File: config.mk
export PLATFORM = sky130hd
export DESIGN_NAME = spi_manager_engine
export DESIGN_NICKNAME = d
export VERILOG_FILES = /design/src/rtl/spi_pkg.sv /design/src/rtl/spi_clock_divider.sv /design/src/rtl/spi_manager_engine.sv
export SDC_FILE = /design/constraint.sdc
export NUM_CORES = 1
export LEC_CHECK = 0
export ABC_AREA = 0
export CORE_AREA = 2 2 76 78
export CTS_BUF_LIST = sky130_fd_sc_hd__clkbuf_8 sky130_fd_sc_hd__clkbuf_16
export CTS_CLUSTER_SIZE = 25
export DETAILED_ROUTE_END_ITERATION = 8
export DIE_AREA = 0 0 78 80
export PLACE_DENSITY = 0.72
export RECOVER_POWER = 100
export SETUP_SLACK_MARGIN = 0.02
export SYNTH_ARGS = -nofsm -noshare
export SYNTH_HDL_FRONTEND = slang
export SYNTH_SLANG_ARGS = --single-unit
File: constraint.sdc
create_clock -name clock -period 3.4 [get_ports clock]
set_input_delay 0.68 -clock clock [delete_from_list [all_inputs] [get_ports clock]]
set_output_delay 0.68 -clock clock [all_outputs]
set_load 0.005 [all_outputs]
File: src/rtl/spi_pkg.sv
// Shared definitions for the SPI manager engine: FSM state encoding,
// SPI mode constants and byte geometry.
package spi_pkg;

    localparam int SPI_BYTE_W = 8;
    localparam logic [2:0] SPI_LAST_BIT = 3'(SPI_BYTE_W - 1);

    // {cpol, cpha}
    localparam logic [1:0] SPI_MODE0 = 2'b00;
    localparam logic [1:0] SPI_MODE1 = 2'b01;
    localparam logic [1:0] SPI_MODE2 = 2'b10;
    localparam logic [1:0] SPI_MODE3 = 2'b11;

    typedef enum logic [1:0] {
        IDLE  = 2'd0,
        LEAD  = 2'd1,
        TRAIL = 2'd2
    } spi_state_e;

endpackage

File: src/rtl/spi_clock_divider.sv
// Half-period timer for SCLK: pulses half_tick_o once every clock_div_i+1
// clocks while running; restart_i holds the count at zero.
module spi_clock_divider
    import spi_pkg::*;
#(
    parameter int DIV_WIDTH = 8
) (
    input  logic                 clock,
    input  logic                 reset_n,
    input  logic                 restart_i,
    input  logic [DIV_WIDTH-1:0] clock_div_i,
    output logic                 half_tick_o
);

    logic [DIV_WIDTH-1:0] div_cnt_q;
    logic [DIV_WIDTH-1:0] div_cnt_d;

    // Equality compare means an all-ones divider never needs a wider counter.
    always_comb begin
        half_tick_o = !restart_i && (div_cnt_q == clock_div_i);
        if (restart_i || half_tick_o) begin
            div_cnt_d = '0;
        end else begin
            div_cnt_d = div_cnt_q + 1'b1;
        end
    end

    always_ff @(posedge clock or negedge reset_n) begin
        if (!reset_n) begin
            div_cnt_q <= '0;
        end else begin
            div_cnt_q <= div_cnt_d;
        end
    end

endmodule

File: src/rtl/spi_manager_engine.sv
// Byte-serial SPI manager: shifts a streamed byte out on MOSI (MSB first)
// in any CPOL/CPHA mode while capturing MISO into rx_data.
module spi_manager_engine
    import spi_pkg::*;
#(
    parameter int DIV_WIDTH = 8
) (
    input  logic                  clock,
    input  logic                  reset_n,
    input  logic                  cpol,
    input  logic                  cpha,
    input  logic [DIV_WIDTH-1:0]  clock_div,
    input  logic                  cs_select,
    input  logic                  tx_valid,
    output logic                  tx_ready,
    input  logic [SPI_BYTE_W-1:0] tx_data,
    output logic                  rx_valid,
    output logic [SPI_BYTE_W-1:0] rx_data,
    output logic                  busy,
    output logic                  sclk,
    output logic                  mosi,
    input  logic                  miso,
    output logic                  cs
);

    spi_state_e state_q, state_d;

    logic                  cpol_q, cpol_d;
    logic                  cpha_q, cpha_d;
    logic [DIV_WIDTH-1:0]  div_q, div_d;
    logic [SPI_BYTE_W-1:0] tx_sh_q, tx_sh_d;
    logic [SPI_BYTE_W-1:0] rx_sh_q, rx_sh_d;
    logic [2:0]            bit_cnt_q, bit_cnt_d;
    logic                  sclk_q, sclk_d;
    logic                  mosi_q, mosi_d;
    logic                  cs_q, cs_d;
    logic                  rx_valid_q, rx_valid_d;
    logic [SPI_BYTE_W-1:0] rx_data_q, rx_data_d;
    logic [SPI_BYTE_W-1:0] rx_shift_next;

    logic accept;
    logic half_tick;

    assign accept = tx_valid && (state_q == IDLE);

    spi_clock_divider #(
        .DIV_WIDTH (DIV_WIDTH)
    ) u_div (
        .clock       (clock),
        .reset_n     (reset_n),
        .restart_i   (state_q == IDLE),
        .clock_div_i (div_q),
        .half_tick_o (half_tick)
    );

    always_ff @(posedge clock or negedge reset_n) begin
        if (!reset_n) begin
            state_q <= IDLE;
        end else begin
            state_q <= state_d;
        end
    end

    always_comb begin
        state_d = state_q;
        case (state_q)
            IDLE:    if (accept) state_d = LEAD;
            LEAD:    if (half_tick) state_d = TRAIL;
            TRAIL:   if (half_tick) state_d = (bit_cnt_q == SPI_LAST_BIT) ? IDLE : LEAD;
            default: state_d = IDLE;
        endcase
    end

    always_comb begin
        cpol_d        = cpol_q;
        cpha_d        = cpha_q;
        div_d         = div_q;
        tx_sh_d       = tx_sh_q;
        rx_sh_d       = rx_sh_q;
        bit_cnt_d     = bit_cnt_q;
        sclk_d        = sclk_q;
        mosi_d        = mosi_q;
        cs_d          = cs_q;
        rx_valid_d    = 1'b0;
        rx_data_d     = rx_data_q;
        rx_shift_next = {rx_sh_q[SPI_BYTE_W-2:0], miso};

        case (state_q)
            IDLE: begin
                sclk_d = cpol;
                cs_d   = !cs_select;
                if (accept) begin
                    cpol_d    = cpol;
                    cpha_d    = cpha;
                    div_d     = clock_div;
                    tx_sh_d   = tx_data;
                    rx_sh_d   = '0;
                    bit_cnt_d = '0;
                    if (!cpha) mosi_d = tx_data[SPI_BYTE_W-1];
                end
            end
            LEAD: begin
                if (half_tick) begin
                    sclk_d = !cpol_q;
                    if (!cpha_q) begin
                        rx_sh_d = rx_shift_next;
                    end else begin
                        mosi_d = tx_sh_q[SPI_BYTE_W-1];
                    end
                end
            end
            TRAIL: begin
                if (half_tick) begin
                    sclk_d    = cpol_q;
                    tx_sh_d   = {tx_sh_q[SPI_BYTE_W-2:0], 1'b0};
                    bit_cnt_d = bit_cnt_q + 3'd1;
                    if (cpha_q) rx_sh_d = rx_shift_next;
                    if (!cpha_q && (bit_cnt_q != SPI_LAST_BIT)) begin
                        mosi_d = tx_sh_q[SPI_BYTE_W-2];
                    end
                    // Last trailing edge: publish the byte as the FSM returns to IDLE.
                    if (bit_cnt_q == SPI_LAST_BIT) begin
                        rx_valid_d = 1'b1;
                        rx_data_d  = cpha_q ? rx_shift_next : rx_sh_q;
                    end
                end
            end
            default: ;
        endcase
    end

    always_ff @(posedge clock or negedge reset_n) begin
        if (!reset_n) begin
            cpol_q     <= 1'b0;
            cpha_q     <= 1'b0;
            div_q      <= '0;
            tx_sh_q    <= '0;
            rx_sh_q    <= '0;
            bit_cnt_q  <= '0;
            sclk_q     <= 1'b0;
            mosi_q     <= 1'b0;
            cs_q       <= 1'b1;
            rx_valid_q <= 1'b0;
            rx_data_q  <= '0;
        end else begin
            cpol_q     <= cpol_d;
            cpha_q     <= cpha_d;
            div_q      <= div_d;
            tx_sh_q    <= tx_sh_d;
            rx_sh_q    <= rx_sh_d;
            bit_cnt_q  <= bit_cnt_d;
            sclk_q     <= sclk_d;
            mosi_q     <= mosi_d;
            cs_q       <= cs_d;
            rx_valid_q <= rx_valid_d;
            rx_data_q  <= rx_data_d;
        end
    end

    assign tx_ready = (state_q == IDLE);
    assign busy     = (state_q != IDLE);
    assign sclk     = sclk_q;
    assign mosi     = mosi_q;
    assign cs       = cs_q;
    assign rx_valid = rx_valid_q;
    assign rx_data  = rx_data_q;

endmodule
== After elaboration in Yosys (flattened, before gate mapping) ==
Index checks and enable logic that the tools add are counted.

* $add $sub $neg: 2
* Eq/ne operators: 12
* Muxes and demuxes: 31
* Reductions and logical operators: 19

{| class="wikitable"
|+ Operators with widths
! operator !! count
|-
| $mux W8 || 8
|-
| $pmux W8 S3 || 1
|-
| $pmux W8 S2 || 1
|-
| $ne A2 B2 Y1 const B || 7
|-
| $mux W1 || 12
|-
| $reduce_and A3 Y1 || 4
|-
| $add A8 B1 Y8 const B || 1
|-
| $eq A8 B8 Y1 || 1
|-
| $reduce_and A7 Y1 || 1
|-
| $mux W2 || 3
|-
| $mux W3 || 2
|-
| $pmux W1 S3 || 2
|-
| $pmux W2 S3 || 1
|-
| $pmux W3 S2 || 1
|-
| $reduce_and A5 Y1 || 1
|-
| $logic_not A1 Y1 || 4
|-
| $reduce_bool A2 Y1 || 2
|-
| $add A3 B1 Y3 const B || 1
|-
| $eq A3 B3 Y1 const B || 1
|-
| $logic_and A1 B1 Y1 || 3
|-
| $ne A3 B3 Y1 const B || 1
|-
| $reduce_bool A3 Y1 || 1
|-
| $eq A2 B1 Y1 const B || 1
|-
| $eq A2 B2 Y1 const B || 1
|-
| 3 further kinds || 3
|}

* Bits in registers: 51
* Word-level logic and storage cells: 77

== Longest topological paths before layout ==
Gate-level depths: netlist of run 1.

* Depth after elaboration: 5
* Depth in mapped cells: 7

== Cells and area by module ==
From an unflattened synthesis of run 1, not the netlist that was laid out.

* Cells, all modules: 220
* Area, all modules: 2610.0 µm²

{| class="wikitable"
|+ By module, submodules not included
! module !! times used !! cells an instance !! area each (µm²) !! seq. area each (µm²)
|-
| spi_manager_engine || 1 || 174 || 2085.8 || 1077.3
|-
| spi_clock_divider || 1 || 46 || 524.3 || 200.2
|}

== Worst setup path after synthesis of run 1 ==
Ideal clock, no wire load.

* Kind: register -> register
* From: register state_q[0]
* To: register cpha_q
* Setup time: 125 ps
* Data arrival time: 1713 ps
* Required time: 3275 ps
* Setup slack: 1563 ps
* Stages on the path, launching flop included: 7
* Path through: dfrtp_1 -> inv_1 -> ha_1 -> clkbuf_1 -> nand2_1 -> buf_1 -> mux2_2

* Longest elaborated chain between the ends: 3

{| class="wikitable"
|+ RTL lines
! element !! RTL line !! source
|-
| from (decl) || spi_manager_engine.sv:26 || <nowiki>spi_state_e state_q, state_d;</nowiki>
|-
| from (signal assigned) || spi_manager_engine.sv:60 || <nowiki>state_q <= state_d;</nowiki>
|-
| $logic_not A2 Y1 * || n/a ||
|-
| named net tx_ready || spi_manager_engine.sv:15 || <nowiki>output logic tx_ready,</nowiki>
|-
| $logic_and A1 B1 Y1 || spi_manager_engine.sv:44 || <nowiki>assign accept = tx_valid && (state_q == IDLE);</nowiki>
|-
| $reduce_and A2 Y1 (no source line) * || n/a ||
|-
| to (signal assigned) || spi_manager_engine.sv:147 || <nowiki>cpha_q <= cpha_d;</nowiki>
|-
| to (decl) || spi_manager_engine.sv:29 || <nowiki>logic cpha_q, cpha_d;</nowiki>
|}

The timed path passes the listed nets; every way through them passes the cells marked *.
A chain may end at the register's enable or synchronous reset.

== Worst setup path in the final report of run 1 ==
* From: register state_q[1]
* To: output port busy

* Longest elaborated chain between the ends: 1

{| class="wikitable"
|+ RTL lines
! element !! RTL line !! source
|-
| $reduce_bool A2 Y1 || spi_manager_engine.sv:161 || <nowiki>assign busy = (state_q != IDLE);</nowiki>
|-
| to (decl) || spi_manager_engine.sv:19 || <nowiki>output logic busy,</nowiki>
|}

Every way passes these cells.

==> summary.txt, run 1 <==
Run status: finished clean
Top post-synthesis cells by area: dfrtp_1 48%, mux2_2 9.1%, mux2_4 4.6%
Critical setup path kind: reg2out
Seq cells post-synth: 51
Die width: 78 µm
Clock transition at the registers of the reported paths: 0.09 ns
Period utilization: 0.843
Synthesized instance count: 224
Main synth FF type: dfrtp_1
Hold_ws: 0.484 ns
Slew HR: 0.361
Crit-path slowest cell: dlygate4sd3_1
Most common cell in the netlist: dfrtp_1
Power Dens Cells: 686 nW/µm²
Initial DRC count: 61
Layout Cells excl Fill: 329
Max-Cap Viols: 0
Clock sink total: 51
Detailed Routing Iterations Pass 1: 4
Post-synthesis xor/xnor area fraction: 0.0469
Root Buffer: clkbuf_8
Setup repair bufs after CTS: 0
Vias per Instance: 5.47
Power Total: 2.08 mW
Hold WC Path Type: reg2reg
Ratio of cells with drive above 1 in the final layout: 0.113
DRC: 0
Setup tns final: 0 ns
LEAKAGE: 1.39 nW
Largest net degree at the start of global routing: 35
Slowest stage delay, CP: 0.63 ns
Vias in the first global route: 1934
Endpoints failing hold: 0
Fmax: 349 MHz
Crit path max-delay family: buffers and inverters
Dpl hpwl: 3520 µm
Row count: 27
Final Slew Violations: 0
R2r startpoint: state_q[0]
Arrival @ worst endpoint: 2.19 ns
Grt ovf: 0
Global Route Usage Sum: 0.179
Post-CTS Resized: 0
Worst-margin pin slew: 0.958 ns
Syn-to-layout area delta: 15.9%
Worst R2R End: mosi
Yosys warning count: 0
Highest net fanout along the worst path: 15
Final core utilization: 0.560
Worst R2R Path Depth: 8
FFs w/ async S/R, synth: 1.00
Final setup margin: 0.534 ns
Die area: 6240 µm²
Clk_skew: 0.00263 ns
Gpl congestion: 0.764
Syn nets: 255
Seq/Total Area, Yosys: 0.489
Filler instances: 483
CP endpoint kind: output port
DP Worst Slack: 0.952 ns
Final Cell Area: 3030 µm²
Final setup violation count: 0
Synth top cells by count: 50 x dfrtp_1, 21 x mux2_2, 13 x xor2_1
Worst Setup EP: busy
Critical path depth in cells: 4
Cells after DPL: 321
Unrepaired setup endpoints after global routing: false
CTS max path bufs: 2
Avg Cell Area, Syn: 11.7 µm²
Nets: 287
CTS Hold Bufs: 0
Worst Path Required: 2.72 ns
TritonCTS clock tree: done
Largest family of logic cells by synthesized area: multiplexers
Most frequent CP cell: inv_1
Worst VDD drop: 308 µV
First-pass GRT wire length: 8860 µm
Antenna Cells: 0
DP Area: 3000 µm²
Post-Synth Adder-Cell Area: 0.0383
DRT antenna net count: 0
Post-synth EDFFs: 0
Number of I/O port buffers: 36
Vert. Die Dim: 80 µm
Num CTS Buffers: 5
Yosys cell types: 34
Compound-Gate Fraction of Synth Area: 0.130
Post-Route WL: 4930 µm
Io pins: 37
Post-synthesis cell area: 2610 µm²
Crit path time final: 2.87 ns
CP Buf/Inv Count: 3
Core footprint: 5410 µm²
Min-delay src: rx_data[3]
Skew-Pair Late Insertion Delay: 0.30 ns
H-tree depth: 2
Yosys top cell area share: 0.479
Initial Util: 0.483
Worst Setup Start Kind: flop
Vias: 1798
Synth area leader: dfrtp_1
Wire per inst: 15.0 µm
Initial antenna violation count: 0
Crit. Startpoint: state_q[1]
Share of cell area taken by muxes after synthesis: 0.171
Simple logic cell fraction of the synthesized area: 0.0876
Reg2reg setup slack: 0.82 ns
Crit path cell chain: inv_1 > ha_1 > inv_1 > dlygate4sd3_1
cell usage in the layout, fill, tap and decap left out, drive strengths merged, types with 10 or more instances in the layout:
master	synthesis	layout
dfrtp	50	50
mux2	30	30
clkdlybuf4s50	0	21
dlygate4sd3	0	14
xor2	13	13
o21ai	13	13
nor2	12	12
and3	11	11
a21oi	11	11
a22oi	10	10
worst min path at each step:
stage,to,slack [ns],cells past startpoint
6_report,rx_data[3],0.48,1
5_1_grt,cs,0.51,2
4_1_cts,rx_valid,0.31,1
3_5_place_dp,cs,0.49,2
3_3_place_gp,bit_cnt_q[0],0.47,1
2_1_floorplan,bit_cnt_q[0],0.38,0
cell type report:
class,instances,area [µm²],area share
clock buffers,5,68.8,0.0227
clock inverters,3,11.3,0.00372
inverters,5,18.8,0.00620
multi-input cells,155,1200,0.396
flip-flops and latches,51,1280,0.422
well taps,72,90.1,0.0298
repair buffers,38,363,0.120
layer usage:
layer	part of all wire	routed length, µm	GRT usage	vias to the layer above
met5	0	0	0	-
met4	0.011	55	0.0614	0
met3	0.029	141	0.0396	5
met2	0.52	2540	0.322	24
met1	0.44	2190	0.210	902
li1	-	-	-	867
sequential cells by signal, indices dropped and copies added (netlist names), 2 cells and up:
signal and cells:
u_div.div_cnt_q 8, bit_cnt_q 3, rx_sh_q 8, rx_data 8, div_q 8, state_q 2
tx_sh_q 8
power breakdown:
| part | leakage, nW | switching, mW | internal, mW |
|---|---|---|---|
| Combinational | 0.681 | 0.438 | 0.396 |
| Sequential | 0.659 | 0.148 | 0.771 |
| Clock | 0.0519 | 0.187 | 0.138 |
| Total | 1.39 | 0.773 | 1.30 |
cells by family (layout without fill, tap and decap cells):
group                    Yosys count  count (layout)
multiplexers                      38              38
buffers and inverters             18              51
flip-flops                        51              51
adder cells (fa/ha/maj)            8               8
XOR/XNOR                          14              14
AND/OR/NAND/NOR                   43              43
AO/OA/AOI/OAI                     52              52
(Power assumes the default switching activity.)
==> run 2: changes to the inputs <==
==> constraint.sdc (replaced) <==
create_clock -name clock -period 2.9 [get_ports clock]
set_input_delay 0.58 -clock clock [delete_from_list [all_inputs] [get_ports clock]]
set_output_delay 0.58 -clock clock [all_outputs]
set_load 0.005 [all_outputs]
==> summary.txt, run 2 (synthesized netlist as in run 1, its figures left out) <==
CTS max path bufs: 2 (unchanged)
Fmax: 386 MHz
Setup repair bufs after CTS: 0 (unchanged)
Max-Cap Viols: 0 (unchanged)
Final Cell Area: 3060 µm² (+0.91%)
Root Buffer: clkbuf_8
DP Area: 3010 µm² (+0.50%)
Commonest cells after routing, fill and taps aside: 50 x dfrtp_1, 23 x clkdlybuf4s50_1, 21 x mux2_2
Final setup margin: 0.310 ns (-0.224 ns)
Clk_skew: 0.00724 ns (+0.00462 ns)
Highest net fanout along the worst path: 15 (unchanged)
Antenna Cells: 0 (unchanged)
Vias per Instance: 5.44 (-0.44%)
Io pins: 37 (unchanged)
Gpl congestion: 0.782 (+2.4%)
Worst Path Required: 2.32 ns (-0.40 ns)
H-tree depth: 2 (unchanged)
Wire per inst: 15.1 µm (+0.56%)
CP endpoint kind: output port
Worst VDD drop: 460 µV (+49%)
Setup tns final: 0 ns (unchanged)
Unrepaired setup endpoints after global routing: false
First-pass GRT wire length: 8670 µm (-2.1%)
Detailed Routing Iterations Pass 1: 4 (unchanged)
Row count: 27 (unchanged)
Sequential Power Share: 0.432 (-0.010)
Clock transition at the registers of the reported paths: 0.08 ns (about the same)
Arrival @ worst endpoint: 2.01 ns (-0.18 ns)
Cell Int Power: 1.58 mW (+21%)
Clock sink total: 51 (unchanged)
Largest net degree at the start of global routing: 52 (+49%)
Vias: 1801 (+0.17%)
Critical setup path kind: reg2out
Vert. Die Dim: 80 µm (unchanged)
Ratio of cells with drive above 1 in the final layout: 0.127 (+0.0146)
Dpl hpwl: 3390 µm (-3.7%)
LEAKAGE: 1.40 nW (+0.90%)
Worst Setup Start Kind: flop
Clk pwr share: 0.165 (+0.009)
Core footprint: 5410 µm² (unchanged)
Worst-margin pin slew: 1.24 ns (+0.284 ns)
Crit path time final: 2.59 ns
Final Slew Violations: 0 (unchanged)
DRT antenna net count: 0 (unchanged)
Period utilization: 0.893
Number of I/O port buffers: 36 (unchanged)
Skew-Pair Late Insertion Delay: 0.30 ns (about the same)
CTS Hold Bufs: 0 (unchanged)
Comb pwr share: 0.404 (+0.003)
Initial DRC count: 92 (+51%)
Initial Util: 0.483 (unchanged)
Final setup violation count: 0 (unchanged)
Post-Route WL: 4990 µm (+1.2%)
Post-CTS Resized: 0 (unchanged)
Hold WC Path Type: reg2reg
Syn-to-layout area delta: 17.0%
Power Dens Cells: 817 nW/µm² (+19%)
TritonCTS clock tree: done
DP Worst Slack: 0.631 ns (-0.321 ns)
DRC: 0 (unchanged)
Net Sw Power: 0.920 mW (+19%)
Initial antenna violation count: 0 (unchanged)
Switching part of the total: 0.369 (-0.00335)
Nets: 289 (+0.70%)
Run status: finished clean
Die width: 78 µm (unchanged)
Die area: 6240 µm² (unchanged)
Vias in the first global route: 1821 (-5.8%)
Grt ovf: 0 (unchanged)
Endpoints failing hold: 0 (unchanged)
Global Route Usage Sum: 0.175 (-0.00358)
Slew HR: 0.172 (-0.189)
Most common cell after layout, fill and taps aside: dfrtp_1
Num CTS Buffers: 5 (unchanged)
[run 2: critical path: stages (launching register included)]
cell and delay [ns]:
dfrtp_1 0.42, inv_1 0.12, ha_1 0.48, inv_1 0.20
clkdlybuf4s50_1 0.49
[run 2: final cells by class]
class | count | area (µm²)
inverter | 5 | 18.8
tap | 72 | 90.1
timing repair buffer | 40 | 379
clock inverter | 2 | 8.76
clock buffer | 6 | 82.6
sequential | 51 | 1280
multi-input combinational | 155 | 1200
fill | 473 | 2350
[run 2: power by group through the flow]
stage          sequential (mW)  combinational (mW)  clock [mW]
3_5_place_dp              1.09                1.03           0
6_report                  1.08                1.01       0.411
3_3_place_gp              1.09                1.01           0
2_1_floorplan             1.03               0.769           0
5_1_grt                   1.11                1.13       0.458
4_1_cts                   1.08                1.04       0.428
[run 2: path summary, 6_finish.rpt]
check / from / to / slack (ns) / depth (start not counted)
setup / recovery: state_q[1] / busy / 0.31 / 4
hold / removal: rx_data[0] / rx_data[0] / 0.49 / 1
setup reg to reg: state_q[0] / tx_sh_q[5] / 0.42 / 7
hold reg to reg: rx_data[0] / rx_data[0] / 0.49 / 1
max in group asynchronous: reset_n / tx_sh_q[3] / 1.54 / 2
min in group asynchronous: reset_n / rx_sh_q[7] / 0.62 / 2
[run 2: routing by layer]
| layer | track usage | up-vias | wire length [µm] |
|---|---|---|---|
| li1 | - | 874 | - |
| met1 | 0.229 | 884 | 2300 |
| met2 | 0.290 | 35 | 2460 |
| met3 | 0.0396 | 8 | 168 |
| met4 | 0.0561 | 0 | 70 |
| met5 | 0 | - | 0 |
[run 2: per-stage QoR]
stage | power [mW] | utilization | hold WS, ns | cells
5_1_grt | 2.70 | 0.565 | 0.505 | 331
4_1_cts | 2.55 | 0.574 | 0.404 | 331
3_5_place_dp | 2.12 | 0.557 | 0.477 | 323
6_report | 2.50 | 0.565 | 0.487 | 331
3_3_place_gp | 2.10 | 0.557 | 0.474 | 323
2_1_floorplan | 1.80 | - | 0.284 | 224
==> run 3: changes to the inputs <==
--- a/config.mk
+++ b/config.mk
@@ -8,6 +8,7 @@
 export ABC_AREA = 0
 export CORE_AREA = 2 2 76 78
 export CTS_BUF_LIST = sky130_fd_sc_hd__clkbuf_8 sky130_fd_sc_hd__clkbuf_16
+export CTS_CLUSTER_DIAMETER = 50
 export CTS_CLUSTER_SIZE = 25
 export DETAILED_ROUTE_END_ITERATION = 8
 export DIE_AREA = 0 0 78 80
==> results of run 3 <==
No change in the layout: final DEF, timing and power equal those of run 2.
